[src/rtl/debug_step_controller_if.sv]
// Dump stream and core debug read port shared between the step controller and its consumers.
// Handshake: a dump word transfers on every fastclk edge where dump_valid && dump_ready; while
// dump_valid is high and no transfer has happened, dump_index and dump_data hold steady.
interface debug_step_controller_if;
  logic [4:0]  swith_select;
  logic [31:0] reg_read_data_1;
  logic        dump_valid;
  logic        dump_ready;
  logic [4:0]  dump_index;
  logic [31:0] dump_data;

  modport master (
    output swith_select, dump_valid, dump_index, dump_data,
    input  reg_read_data_1, dump_ready
  );

  modport slave (
    input  swith_select, dump_valid, dump_index, dump_data,
    output reg_read_data_1, dump_ready
  );
endinterface

[src/rtl/debug_step_controller.sv]
// Run/step sequencer: debounces switch_run into single cpu_step pulses, then walks the core
// debug read port over $s0-$s7, $t0-$t9 and streams each register out as a dump word.
module debug_step_controller #(
  parameter int DEBOUNCE_CYCLES = 16,
  parameter int SETTLE_CYCLES   = 2,
  parameter int STEP_CNT_W      = 16
) (
  input  logic                  fastclk,
  input  logic                  reset,
  input  logic                  switch_run,
  input  logic                  dump_req,
  debug_step_controller_if.master dbg,
  output logic                  cpu_step,
  output logic                  dump_busy,
  output logic [STEP_CNT_W-1:0] step_count,
  output logic [2:0]            fsm_state
);

  localparam int DCW = $clog2(DEBOUNCE_CYCLES);
  localparam int SCW = (SETTLE_CYCLES > 1) ? $clog2(SETTLE_CYCLES) : 1;

  typedef enum logic [2:0] {IDLE, STEP, SELECT, SETTLE, PRESENT} state_t;

  state_t                state, state_next;
  logic                  sync_a, sync_b, deb;
  logic [DCW-1:0]        deb_cnt;
  logic                  step_pending;
  logic [4:0]            ptr;
  logic [SCW-1:0]        settle_cnt;
  logic [4:0]            sel_r, idx_r;
  logic [31:0]           data_r;
  logic                  valid_r;
  logic [STEP_CNT_W-1:0] step_cnt_r;
  logic                  deb_full, deb_rise, settle_done, handshake, last_word;

  // ptr 0-7 -> $s0-$s7 (16-23), 8-15 -> $t0-$t7 (8-15), 16-17 -> $t8-$t9 (24-25)
  function automatic logic [4:0] walk_reg(input logic [4:0] p);
    if (p < 5'd8)       return p + 5'd16;
    else if (p < 5'd16) return p;
    else                return p + 5'd8;
  endfunction

  assign deb_full    = (deb_cnt == DCW'(DEBOUNCE_CYCLES - 1));
  assign deb_rise    = deb_full && (sync_b != deb) && sync_b;
  assign settle_done = (settle_cnt == SCW'(SETTLE_CYCLES - 1));
  assign handshake   = valid_r && dbg.dump_ready;
  assign last_word   = (ptr == 5'd17);

  always_ff @(posedge fastclk) begin
    if (reset) begin
      sync_a       <= 1'b0;
      sync_b       <= 1'b0;
      deb          <= 1'b0;
      deb_cnt      <= '0;
      step_pending <= 1'b0;
    end else begin
      sync_a <= switch_run;
      sync_b <= sync_a;
      if (sync_b == deb) begin
        deb_cnt <= '0;
      end else if (deb_full) begin
        deb     <= sync_b;
        deb_cnt <= '0;
      end else begin
        deb_cnt <= deb_cnt + 1'b1;
      end
      // A rise while a step is already pending is absorbed; the pending step covers it.
      if (deb_rise)           step_pending <= 1'b1;
      else if (state == STEP) step_pending <= 1'b0;
    end
  end

  always_ff @(posedge fastclk) begin
    if (reset) state <= IDLE;
    else       state <= state_next;
  end

  always_comb begin
    state_next = state;
    case (state)
      IDLE: begin
        if (step_pending)  state_next = STEP;
        else if (dump_req) state_next = SELECT;
      end
      STEP:    state_next = SELECT;
      SELECT:  state_next = SETTLE;
      SETTLE:  if (settle_done) state_next = PRESENT;
      PRESENT: if (handshake) state_next = last_word ? IDLE : SELECT;
      default: state_next = IDLE;
    endcase
  end

  always_ff @(posedge fastclk) begin
    if (reset) begin
      ptr        <= '0;
      settle_cnt <= '0;
      sel_r      <= '0;
      idx_r      <= '0;
      data_r     <= '0;
      valid_r    <= 1'b0;
      step_cnt_r <= '0;
    end else begin
      case (state)
        STEP: begin
          step_cnt_r <= step_cnt_r + 1'b1;
          ptr        <= '0;
        end
        SELECT: begin
          sel_r      <= walk_reg(ptr);
          settle_cnt <= '0;
        end
        SETTLE: begin
          if (settle_done) begin
            data_r  <= dbg.reg_read_data_1;
            idx_r   <= sel_r;
            valid_r <= 1'b1;
          end else begin
            settle_cnt <= settle_cnt + 1'b1;
          end
        end
        PRESENT: begin
          if (handshake) begin
            valid_r <= 1'b0;
            ptr     <= last_word ? 5'd0 : ptr + 5'd1;
          end
        end
        default: ;
      endcase
    end
  end

  assign dbg.swith_select = sel_r;
  assign dbg.dump_valid   = valid_r;
  assign dbg.dump_index   = idx_r;
  assign dbg.dump_data    = data_r;
  assign cpu_step         = (state == STEP);
  assign dump_busy        = (state != IDLE);
  assign step_count       = step_cnt_r;
  assign fsm_state        = state;

endmodule
[src/flat_wrapper.sv]
// flat-port wrapper written by rule: the top's interface ports become plain ports
module debug_step_controller_flat 
#(
  parameter int DEBOUNCE_CYCLES = 16,
  parameter int SETTLE_CYCLES   = 2,
  parameter int STEP_CNT_W      = 16
)
  (fastclk, reset, switch_run, dump_req, cpu_step, dump_busy, step_count, fsm_state, dbg_swith_select, dbg_dump_valid, dbg_dump_index, dbg_dump_data, dbg_reg_read_data_1, dbg_dump_ready);
  debug_step_controller_if dbg_i ();
  input  logic fastclk;
  input  logic reset;
  input  logic switch_run;
  input  logic dump_req;
  output logic cpu_step;
  output logic dump_busy;
  output logic [STEP_CNT_W-1:0] step_count;
  output logic [2:0] fsm_state;
  output wire logic [$bits(dbg_i.swith_select)-1:0] dbg_swith_select;
  output wire logic [$bits(dbg_i.dump_valid)-1:0] dbg_dump_valid;
  output wire logic [$bits(dbg_i.dump_index)-1:0] dbg_dump_index;
  output wire logic [$bits(dbg_i.dump_data)-1:0] dbg_dump_data;
  input wire logic [$bits(dbg_i.reg_read_data_1)-1:0] dbg_reg_read_data_1;
  input wire logic [$bits(dbg_i.dump_ready)-1:0] dbg_dump_ready;
  assign dbg_swith_select = dbg_i.swith_select;
  assign dbg_dump_valid = dbg_i.dump_valid;
  assign dbg_dump_index = dbg_i.dump_index;
  assign dbg_dump_data = dbg_i.dump_data;
  assign dbg_i.reg_read_data_1 = dbg_reg_read_data_1;
  assign dbg_i.dump_ready = dbg_dump_ready;
  debug_step_controller #(.DEBOUNCE_CYCLES(DEBOUNCE_CYCLES), .SETTLE_CYCLES(SETTLE_CYCLES), .STEP_CNT_W(STEP_CNT_W)) u_core (.fastclk(fastclk), .reset(reset), .switch_run(switch_run), .dump_req(dump_req), .dbg(dbg_i), .cpu_step(cpu_step), .dump_busy(dump_busy), .step_count(step_count), .fsm_state(fsm_state));
endmodule
[config.mk]
export PLATFORM = sky130hd
export DESIGN_NAME = debug_step_controller_flat
export DESIGN_NICKNAME = d
export VERILOG_FILES = /design/src/rtl/debug_step_controller_if.sv /design/src/rtl/debug_step_controller.sv /design/src/flat_wrapper.sv
export SDC_FILE = /design/constraint.sdc
export NUM_CORES = 1
export LEC_CHECK = 0
export BUFFER_PORTS_ARGS = -buffer_cell sky130_fd_sc_hd__buf_2
export CAP_MARGIN = 20
export CORE_MARGIN = 8
export CORE_UTILIZATION = 42
export CTS_BUF_LIST = sky130_fd_sc_hd__clkbuf_4 sky130_fd_sc_hd__clkbuf_8
export DETAILED_ROUTE_END_ITERATION = 10
export GPL_TIMING_DRIVEN = 0
export MAX_ROUTING_LAYER = met4
export PLACE_DENSITY = 0.7
export SLEW_MARGIN = 20
export SYNTH_ARGS = -nofsm -noshare
export SYNTH_HDL_FRONTEND = slang
export SYNTH_SLANG_ARGS = --single-unit
export TNS_END_PERCENT = 20
[constraint.sdc]
create_clock -name fastclk -period 2 [get_ports fastclk]
set_clock_uncertainty 0.15 [all_clocks]
set_input_delay 0.4 -clock fastclk [delete_from_list [all_inputs] [get_ports fastclk]]
set_output_delay 0.4 -clock fastclk [all_outputs]
set_load 0.02 [all_outputs]
==> impl_metrics.prom, run 1 <==
# TYPE chip_impl_metric gauge
chip_impl_metric{name="cellInternalPower",unit="µW"} 2490
chip_impl_metric{name="crit_path_max_incr_delay",unit="ns"} 0.37
chip_impl_metric{name="cp_num_buf_inv",unit=""} 2
chip_impl_metric{name="die_height",unit="µm"} 101
chip_impl_metric{name="starting_utilization_of_the_core_area",unit="%"} 42.7
chip_impl_metric{name="post-dp-hpwl",unit="mm"} 5.75
chip_impl_metric{name="grt_use_met3",unit="%"} 4.54
chip_impl_metric{name="cts_hold_buffers",unit=""} 0
chip_impl_metric{name="cts_htree_levels",unit=""} 3
chip_impl_metric{name="synth_compound_gate_area_share",unit="%"} 11.2
chip_impl_metric{name="insertion_delay_of_the_later_clocked_pin_in_the_worst_skew_pair",unit="ns"} 0.34
chip_impl_metric{name="use_met1",unit="%"} 18.2
chip_impl_metric{name="design.portCount",unit=""} 101
chip_impl_metric{name="number_of_enable_flip_flop_cells_after_synthesis",unit=""} 0
chip_impl_metric{name="yosys.area_share.adder",unit="%"} 2.45
chip_impl_metric{name="post-route-drc-count",unit=""} 0
chip_impl_metric{name="share_seq_of_total_power",unit="%"} 48.2
chip_impl_metric{name="detailroute.via_count",unit=""} 2709
chip_impl_metric{name="area_growth_syn_to_layout",unit="%"} 28.6
chip_impl_metric{name="worstMarginPinSlew",unit="ns"} 0.570
chip_impl_info{name="outcome",value="finished clean"} 1
chip_impl_metric{name="power.switching",unit="µW"} 825
chip_impl_metric{name="portBuffers",unit=""} 99
chip_impl_metric{name="global_route.usage.total",unit="%"} 15.4
chip_impl_metric{name="detail_route.wirelength",unit="mm"} 7.64
chip_impl_metric{name="p_leak",unit="µW"} 0.00169
chip_impl_info{name="crit_path_start_kind",value="flop"} 1
chip_impl_metric{name="antenna_violating_nets_left",unit=""} 0
chip_impl_metric{name="dr.first_iter.drc_count",unit=""} 115
chip_impl_metric{name="setup_total_negative_slack",unit="ns"} 0
chip_impl_metric{name="gr-usage-met2",unit="%"} 23.8
chip_impl_metric{name="row_count",unit=""} 31
chip_impl_metric{name="synth_cells",unit=""} 356
chip_impl_metric{name="grt_first_pass_wirelength",unit="mm"} 12.2
chip_impl_metric{name="ys_ff_latch",unit=""} 76
chip_impl_metric{name="grt-ovfl-total",unit=""} 0
chip_impl_metric{name="swShare",unit="%"} 24.9
chip_impl_metric{name="postSynthNetCount",unit=""} 399
chip_impl_metric{name="max-slew-margin-rel",unit="%"} 62.0
chip_impl_metric{name="detailed_place.area",unit="mm²"} 0.00369
chip_impl_metric{name="finalWorstPathRequiredPeriod",unit="ns"} 1.94
chip_impl_metric{name="design_area",unit="mm²"} 0.00394
chip_impl_metric{name="crit_path_max_fanout",unit=""} 10
chip_impl_metric{name="fp.dieW",unit="µm"} 101
chip_impl_metric{name="critical_path_arrival",unit="ns"} 1.39
chip_impl_metric{name="detailedRoute.firstPassIterationCount",unit=""} 4
chip_impl_metric{name="finalHoldViolCount",unit=""} 0
chip_impl_metric{name="via_count_of_the_first_global_routing_pass",unit=""} 2545
chip_impl_info{name="hp-class",value="in2reg"} 1
chip_impl_metric{name="synth_async_sr_flop_share",unit="%"} 0
chip_impl_info{name="most_common_cell_after_layout_fill_and_taps_aside",value="sky130_fd_sc_hd__buf_2"} 1
chip_impl_metric{name="syn-mean-instance-area",unit="µm²"} 8.61
chip_impl_info{name="end_kind",value="output pin"} 1
chip_impl_metric{name="cap_viol_max_count",unit=""} 0
chip_impl_info{name="worst_path_dominant_cell_family",value="simple AND/OR/NAND/NOR gates"} 1
chip_impl_metric{name="antenna-diode-count",unit=""} 0
chip_impl_metric{name="post_synth_xor_area_fraction",unit="%"} 4.86
chip_impl_info{name="crit_chain",value="buf_4 > or3_1 > buf_4"} 1
chip_impl_metric{name="finish.net_count",unit=""} 510
chip_impl_metric{name="ys_seq_area_share",unit="%"} 49.6
chip_impl_metric{name="clkTransAtPathRegs",unit="ns"} 0.08
chip_impl_metric{name="yosysUniqueCellTypes",unit=""} 46
chip_impl_info{name="cpMostUsedCell",value="sky130_fd_sc_hd__buf_4"} 1
chip_impl_metric{name="post_synth_mux_area_share",unit="%"} 3.14
chip_impl_metric{name="final-setup-viol-count",unit=""} 0
chip_impl_metric{name="layout_cells_sized_above_1",unit="%"} 29.7
chip_impl_metric{name="cts_num_sinks",unit=""} 76
chip_impl_info{name="worstSetupPathType",value="reg2out"} 1
chip_impl_metric{name="wire_per_inst",unit="µm"} 13.4
chip_impl_metric{name="p_clk_share",unit="%"} 40.0
chip_impl_metric{name="synth_area",unit="mm²"} 0.00307
chip_impl_info{name="cts_tree",value="yes"} 1
chip_impl_metric{name="design.die.area",unit="mm²"} 0.0103
chip_impl_metric{name="number_of_vias_per_cell_after_detailed_routing",unit=""} 4.74
chip_impl_info{name="cpMaxStageDelayCell",value="sky130_fd_sc_hd__or3_1"} 1
chip_impl_metric{name="timing.critical_path.required",unit="ns"} 1.45
chip_impl_info{name="rsz_0062_raised_after_global_routing",value="false"} 1
chip_impl_metric{name="maxSlewViolCount",unit=""} 0
chip_impl_info{name="cts-root-buf",value="sky130_fd_sc_hd__clkbuf_8"} 1
chip_impl_info{name="grt_busiest_layer",value="met2"} 1
chip_impl_metric{name="synth_area_in_simple_gates",unit="%"} 24.4
chip_impl_metric{name="ys_warn_count",unit=""} 0
chip_impl_metric{name="core_region_area",unit="mm²"} 0.00718
chip_impl_metric{name="final_min_period_over_clock_period",unit="%"} 97.0
chip_impl_info{name="commonest_non_fill_non_tap_cells_in_the_layout",value="104 x sky130_fd_sc_hd__buf_2, 82 x sky130_fd_sc_hd__nand2_1, 75 x sky130_fd_sc_hd__dfxtp_1"} 1
chip_impl_metric{name="max-vdd-ir-drop",unit="mV"} 0.444
chip_impl_metric{name="power.density_cell_area",unit="mW/mm²"} 842
chip_impl_metric{name="place.gp.congestion",unit=""} 0.806
chip_impl_metric{name="max-clock-path-buffers",unit=""} 2
chip_impl_metric{name="share_comb_of_total_power",unit="%"} 11.8
chip_impl_metric{name="number_of_antenna_violations_at_the_first_check_in_global_routing",unit=""} 0
chip_impl_info{name="combinational_family_with_the_most_area_after_synthesis",value="simple AND/OR/NAND/NOR gates"} 1
chip_impl_metric{name="grt_max_degree",unit=""} 14
chip_impl_metric{name="cts_made_buffers",unit=""} 9
chip_impl_metric{name="timing.fmax",unit="MHz"} 516
chip_impl_info{name="synth_flop_cell",value="sky130_fd_sc_hd__dfxtp_1"} 1
kinds of logic (layout without fill, tap and decap cells):
group,after synthesis,count (layout)
compound gates,61,61
xor+xnor,17,17
fa+ha+maj,6,6
buf+inv,28,144
flops,76,76
mux,9,9
simple gates,159,159
worst register-to-register path, stage by stage, from the launching register on:
cell,delay [ns]
sky130_fd_sc_hd__dfxtp_1,0.38
sky130_fd_sc_hd__buf_4,0.18
sky130_fd_sc_hd__and4bb_2,0.29
sky130_fd_sc_hd__nand2_1,0.11
sky130_fd_sc_hd__nor4_1,0.25
sky130_fd_sc_hd__mux2_2,0.37
sequential cells by signal, indices dropped and copies added (netlist names), 3 cells and up:
| signal | flops |
|---|---|
| u_core.dbg.dump_data | 32 |
| u_core.dbg.dump_index | 5 |
| u_core.dbg.swith_select | 5 |
| u_core.deb_cnt | 4 |
| u_core.fsm_state | 3 |
| u_core.ptr | 5 |
| u_core.step_count | 16 |
routing by layer:
layer / part of all wire, % / routed length (µm) / up-vias
met5: 0 / 0 / -
met4: 1.3 / 102 / 0
met3: 8.6 / 659 / 11
met2: 45 / 3420 / 87
met1: 45 / 3450 / 1200
li1: - / - / 1411
metrics by stage:
step                util [%]  setup slack [ns]  cells  power, µW  hold slack, ns
floorplan                  -             0.197    356       1870           0.264
global placement        51.4           -0.0682    554       2000           0.279
detailed placement      51.4           -0.0844    554       2010           0.278
CTS                     54.9            0.0200    571       3360           0.117
global route            55.0           0.00237    571       3470           0.130
finish                  55.0            0.0602    571       3320           0.126
cell usage after synthesis (3+ instances only):
cell type,number,area [µm²]
sky130_fd_sc_hd__a211oi_1,5,37.5
sky130_fd_sc_hd__a21oi_1,43,215
sky130_fd_sc_hd__and3_1,3,18.8
sky130_fd_sc_hd__buf_1,3,11.3
sky130_fd_sc_hd__buf_2,6,30.0
sky130_fd_sc_hd__buf_4,3,22.5
sky130_fd_sc_hd__clkbuf_1,7,26.3
sky130_fd_sc_hd__dfxtp_1,76,1520
sky130_fd_sc_hd__ha_1,6,75.1
sky130_fd_sc_hd__inv_1,7,26.3
sky130_fd_sc_hd__mux2i_1,7,70.1
sky130_fd_sc_hd__nand2_1,82,308
sky130_fd_sc_hd__nand2b_1,3,18.8
sky130_fd_sc_hd__nand3_1,7,35.0
sky130_fd_sc_hd__nand4_1,5,31.3
sky130_fd_sc_hd__nor2_1,32,120
sky130_fd_sc_hd__nor2b_1,5,31.3
sky130_fd_sc_hd__nor3_1,3,15.0
sky130_fd_sc_hd__nor4_1,4,25.0
sky130_fd_sc_hd__o21ai_0,6,30.0
sky130_fd_sc_hd__or3_1,3,18.8
sky130_fd_sc_hd__xnor2_1,12,105
sky130_fd_sc_hd__xor2_1,5,43.8
repair_timing:
action / CTS / global route
gates resized for setup: 4 / 6
endpoints found under the setup margin: 2 / 2
buffers inserted: 1 / 0
pin swaps: 1 / 0
cell type report:
cell class	count	area, µm²
Clock buffer	11	151
Inverter	7	26.3
Tap cell	99	124
Buffer	21	113
Fill cell	681	3230
Clock inverter	5	82.6
Sequential cell	76	1520
Timing Repair Buffer	100	505
Multi-Input combinational cell	252	1420
power by group through the flow:
stage / Clock [µW] / Combinational (µW) / Sequential [µW]
final: 1330 / 393 / 1600
after global routing: 1420 / 434 / 1610
after CTS: 1370 / 390 / 1600
after detailed placement: 0 / 372 / 1630
after global placement: 0 / 366 / 1630
after floorplan: 0 / 208 / 1660
final timing paths:
path / from / slack (ns) / end / cells after the start
setup / recovery: u_core.fsm_state[0] / 0.06 / dump_busy / 3
hold / removal: switch_run / 0.13 / u_core.sync_a / 2
setup reg to reg: u_core.fsm_state[0] / 0.18 / u_core.step_count[12] / 5
hold reg to reg: u_core.sync_a / 0.29 / u_core.sync_b / 1
(Power assumes the default switching activity.)
==> inputs of run 2 (changes only) <==
--- a/config.mk
+++ b/config.mk
@@ -5,6 +5,7 @@
 export SDC_FILE = /design/constraint.sdc
 export NUM_CORES = 1
 export LEC_CHECK = 0
+export ABC_AREA = 1
 export BUFFER_PORTS_ARGS = -buffer_cell sky130_fd_sc_hd__buf_2
 export CAP_MARGIN = 20
 export CORE_MARGIN = 8
@@ -13,7 +14,7 @@
 export DETAILED_ROUTE_END_ITERATION = 10
 export GPL_TIMING_DRIVEN = 0
 export MAX_ROUTING_LAYER = met4
-export PLACE_DENSITY = 0.7
+export PLACE_DENSITY = 0.69
 export SLEW_MARGIN = 20
 export SYNTH_ARGS = -nofsm -noshare
 export SYNTH_HDL_FRONTEND = slang
==> run 2 against run 1 <==
Against the previous run: clock power is 5% higher; worst setup slack gained 0.064 ns; clock-buffer cell count shrank 1; critical path depth grew 1; hold slack got worse by 0.0070 ns; register-to-register slack improved by 0.25 ns; final cell count grew 12%.
==> impl_metrics.prom, run 2 <==
# TYPE chip_impl_metric gauge
chip_impl_metric{name="design_area",unit="mm²"} 0.00425
chip_impl_metric{name="postSynthNetCount",unit=""} 467
chip_impl_metric{name="max-vdd-ir-drop",unit="mV"} 0.392
chip_impl_metric{name="synth_async_sr_flop_share",unit="%"} 0
chip_impl_metric{name="wire_per_inst",unit="µm"} 13.3
chip_impl_metric{name="fillers",unit=""} 756
chip_impl_metric{name="power.switching",unit="µW"} 960
chip_impl_metric{name="timing.fmax",unit="MHz"} 533
chip_impl_metric{name="p_leak",unit="µW"} 0.00179
chip_impl_metric{name="timing.critical_path.required",unit="ns"} 1.45
chip_impl_metric{name="post-dp-hpwl",unit="mm"} 6.38
chip_impl_info{name="post_synth_main_area_contributors",value="sky130_fd_sc_hd__dfxtp_1 45%, sky130_fd_sc_hd__nand2_1 10%, sky130_fd_sc_hd__nand3_2 5.9%"} 1
chip_impl_metric{name="final-setup-viol-count",unit=""} 0
chip_impl_metric{name="power.density_cell_area",unit="mW/mm²"} 836
chip_impl_info{name="hold_wc_startpoint",value="switch_run"} 1
chip_impl_metric{name="syn-mean-instance-area",unit="µm²"} 7.97
chip_impl_metric{name="cts_made_buffers",unit=""} 9
chip_impl_metric{name="dr.first_iter.drc_count",unit=""} 183
chip_impl_metric{name="synth_area",unit="mm²"} 0.00338
chip_impl_metric{name="insertion_delay_of_the_later_clocked_pin_in_the_worst_skew_pair",unit="ns"} 0.34
chip_impl_info{name="reg2reg_from",value="u_core.fsm_state[0]"} 1
chip_impl_metric{name="via_count_of_the_first_global_routing_pass",unit=""} 3201
chip_impl_metric{name="final_min_period_over_clock_period",unit="%"} 93.8
chip_impl_info{name="cts-root-buf",value="sky130_fd_sc_hd__clkbuf_8"} 1
chip_impl_metric{name="largest_register_ffs",unit=""} 32
chip_impl_metric{name="number_of_enable_flip_flop_cells_after_synthesis",unit=""} 0
chip_impl_metric{name="swShare",unit="%"} 27.1
chip_impl_metric{name="ys_ff_latch",unit=""} 76
chip_impl_metric{name="ys_warn_count",unit=""} 0
chip_impl_metric{name="place.gp.congestion",unit=""} 0.865
chip_impl_metric{name="cts_repair_resize_count",unit=""} 0
chip_impl_metric{name="row_count",unit=""} 32
chip_impl_metric{name="synth_cells",unit=""} 424
chip_impl_info{name="end_kind",value="output pin"} 1
chip_impl_metric{name="finalWorstPathRequiredPeriod",unit="ns"} 1.88
chip_impl_metric{name="hold_path_depth",unit=""} 3
chip_impl_metric{name="yosysUniqueCellTypes",unit=""} 31
chip_impl_metric{name="share_comb_of_total_power",unit="%"} 15.1
chip_impl_metric{name="ys_seq_area_share",unit="%"} 45.0
chip_impl_metric{name="antenna-diode-count",unit=""} 0
chip_impl_metric{name="max-clock-path-buffers",unit=""} 2
chip_impl_metric{name="grt_first_pass_wirelength",unit="mm"} 14.4
chip_impl_info{name="synth_largest_area_cell",value="sky130_fd_sc_hd__dfxtp_1"} 1
chip_impl_metric{name="clkTransAtPathRegs",unit="ns"} 0.07
chip_impl_metric{name="max-slew-margin-rel",unit="%"} 52.8
chip_impl_metric{name="setup_total_negative_slack",unit="ns"} 0
chip_impl_metric{name="finish.net_count",unit=""} 578
chip_impl_metric{name="detailed_place.area",unit="mm²"} 0.00401
chip_impl_metric{name="worstMarginPinSlew",unit="ns"} 0.709
chip_impl_info{name="worst_reg2reg_endpoint",value="u_core.dbg.dump_data[12]"} 1
chip_impl_metric{name="design.portCount",unit=""} 101
chip_impl_metric{name="starting_utilization_of_the_core_area",unit="%"} 43.5
chip_impl_metric{name="grt-ovfl-total",unit=""} 0
chip_impl_metric{name="portBuffers",unit=""} 100
chip_impl_metric{name="number_of_vias_per_cell_after_detailed_routing",unit=""} 4.87
chip_impl_metric{name="grt_max_degree",unit=""} 13
chip_impl_metric{name="cap_viol_max_count",unit=""} 0
chip_impl_metric{name="die_height",unit="µm"} 106
chip_impl_info{name="timing.hold.worst_endpoint",value="u_core.sync_a"} 1
chip_impl_metric{name="cts_hold_buffers",unit=""} 0
chip_impl_metric{name="cellInternalPower",unit="µW"} 2590
chip_impl_info{name="synth_flop_cell",value="sky130_fd_sc_hd__dfxtp_1"} 1
chip_impl_metric{name="crit_path_max_fanout",unit=""} 9
chip_impl_metric{name="postCtsSetupRepairBufs",unit=""} 0
chip_impl_metric{name="utilization",unit="%"} 54.7
chip_impl_info{name="most_common_cell_after_layout_fill_and_taps_aside",value="sky130_fd_sc_hd__buf_2"} 1
chip_impl_metric{name="critical_path_arrival",unit="ns"} 1.33
chip_impl_info{name="worstSetupPathType",value="reg2out"} 1
chip_impl_metric{name="core_region_area",unit="mm²"} 0.00777
chip_impl_info{name="outcome",value="finished clean"} 1
chip_impl_metric{name="synthDominantCellAreaShare",unit="%"} 45.0
chip_impl_metric{name="dp_worst_setup_slack",unit="ns"} 0.299
chip_impl_metric{name="layout_cells_sized_above_1",unit="%"} 33.0
chip_impl_metric{name="design.die.area",unit="mm²"} 0.0112
chip_impl_metric{name="r2r_setup_slack",unit="ns"} 0.43
chip_impl_metric{name="detailroute.via_count",unit=""} 3120
chip_impl_metric{name="cts_num_sinks",unit=""} 76
chip_impl_metric{name="area_growth_syn_to_layout",unit="%"} 25.6
chip_impl_metric{name="share_seq_of_total_power",unit="%"} 45.5
chip_impl_metric{name="cts_htree_levels",unit=""} 3
chip_impl_info{name="commonest_non_fill_non_tap_cells_in_the_layout",value="103 x sky130_fd_sc_hd__buf_2, 94 x sky130_fd_sc_hd__nand2_1, 76 x sky130_fd_sc_hd__dfxtp_1"} 1
chip_impl_metric{name="maxSlewViolCount",unit=""} 0
chip_impl_metric{name="number_of_antenna_violations_at_the_first_check_in_global_routing",unit=""} 0
chip_impl_metric{name="finalWorstSetupSlack",unit="ns"} 0.124
chip_impl_info{name="crit_path_start_kind",value="flop"} 1
chip_impl_metric{name="global_route.usage.total",unit="%"} 15.8
chip_impl_metric{name="fp.dieW",unit="µm"} 106
chip_impl_info{name="post-synth-top-count-cell",value="sky130_fd_sc_hd__nand2_1"} 1
chip_impl_metric{name="antenna_violating_nets_left",unit=""} 0
chip_impl_info{name="hp-class",value="in2reg"} 1
chip_impl_metric{name="worstRegToRegCells",unit=""} 7
chip_impl_metric{name="fin_hold_ws",unit="ns"} 0.119
chip_impl_info{name="cts_tree",value="yes"} 1
chip_impl_info{name="ys_top_cells_by_count",value="94 x sky130_fd_sc_hd__nand2_1, 76 x sky130_fd_sc_hd__dfxtp_1, 39 x sky130_fd_sc_hd__inv_1, 38 x sky130_fd_sc_hd__a21oi_1, 37 x sky130_fd_sc_hd__nor2_1"} 1
chip_impl_metric{name="p_clk_share",unit="%"} 39.4
chip_impl_info{name="rsz_0062_raised_after_global_routing",value="false"} 1
chip_impl_metric{name="detail_route.wirelength",unit="mm"} 8.54
chip_impl_metric{name="post-route-drc-count",unit=""} 0
chip_impl_metric{name="finalHoldViolCount",unit=""} 0
chip_impl_metric{name="detailedRoute.firstPassIterationCount",unit=""} 4
==> run 2: cell count changes after synthesis, sizes merged, moves of 5 or more <==
cell and delta:
a211oi -5, a21oi +16, inv +33, mux2i -7, nand2 +13, nand3 +45, nor2 +9, nor2b -5
nor4 -5, o21ai +9, xnor2 -11
==> run 2: cell type report <==
cell class / instances / area [µm²] / share of cell area (%)
clock inverter: 5 / 100 / 2.36
clock buffer: 10 / 138 / 3.24
buffer: 20 / 136 / 3.21
sequential: 76 / 1520 / 35.8
multi-input combinational: 288 / 1570 / 37.0
tap: 102 / 128 / 3.01
inverter: 40 / 150 / 3.54
timing repair buffer: 100 / 500 / 11.8
==> run 2: logic make-up (layout without fill, tap and decap cells) <==
family | count (synthesis) | in the layout | share of synthesized area (%)
xor gates and xnor gates | 3 | 3 | 0.778
and+or+nand+nor | 203 | 203 | 29.6
buffers and inverters | 60 | 175 | 8.48
DFF | 76 | 76 | 45.0
adders and majority gates | 6 | 6 | 2.22
AOI/OAI and AO/OA | 76 | 76 | 13.9
==> run 2: metal layers <==
metal / up-vias / part of all wire (%) / global-route usage, % / wire [µm]
met5: - / 0 / - / 0
met2: 97 / 45 / 24.4 / 3800
met3: 8 / 7.8 / 5.18 / 668
met1: 1413 / 46 / 18.9 / 3960
met4: 0 / 1.2 / 5.73 / 102
li1: 1602 / - / - / -
==> run 2: worst max-delay path by stage <==
stage / start / slack, ns / depth (start not counted) / endpoint
after floorplan: u_core.fsm_state[0] / 0.45 / 5 / u_core.step_count[8]
after global placement: reset / 0.32 / 4 / u_core.dbg.dump_data[3]
after detailed placement: reset / 0.30 / 4 / u_core.dbg.dump_data[6]
after CTS: u_core.fsm_state[2] / 0.05 / 4 / cpu_step
after global routing: u_core.fsm_state[2] / 0.03 / 4 / cpu_step
final: u_core.fsm_state[2] / 0.12 / 4 / cpu_step
==> run 2: worst max-delay path: stages, from the launching register on <==
cell and delay, ns:
sky130_fd_sc_hd__dfxtp_1 0.37, sky130_fd_sc_hd__inv_2 0.14, sky130_fd_sc_hd__nand3_4 0.17, sky130_fd_sc_hd__inv_2 0.14, sky130_fd_sc_hd__buf_2 0.17
==> run 2: per-stage QoR <==
step                instances  total power, µW
floorplan                 424             2010
finish                    641             3550
global placement          626             2180
CTS                       641             3580
detailed placement        626             2190
global route              641             3700
==> run 2: power by group through the flow <==
stage | logic, µW | registers (µW) | clock network [µW]
after floorplan | 324 | 1680 | 0
after global placement | 531 | 1650 | 0
after detailed placement | 536 | 1650 | 0
after CTS | 542 | 1620 | 1430
after global routing | 592 | 1620 | 1490
final | 536 | 1620 | 1400
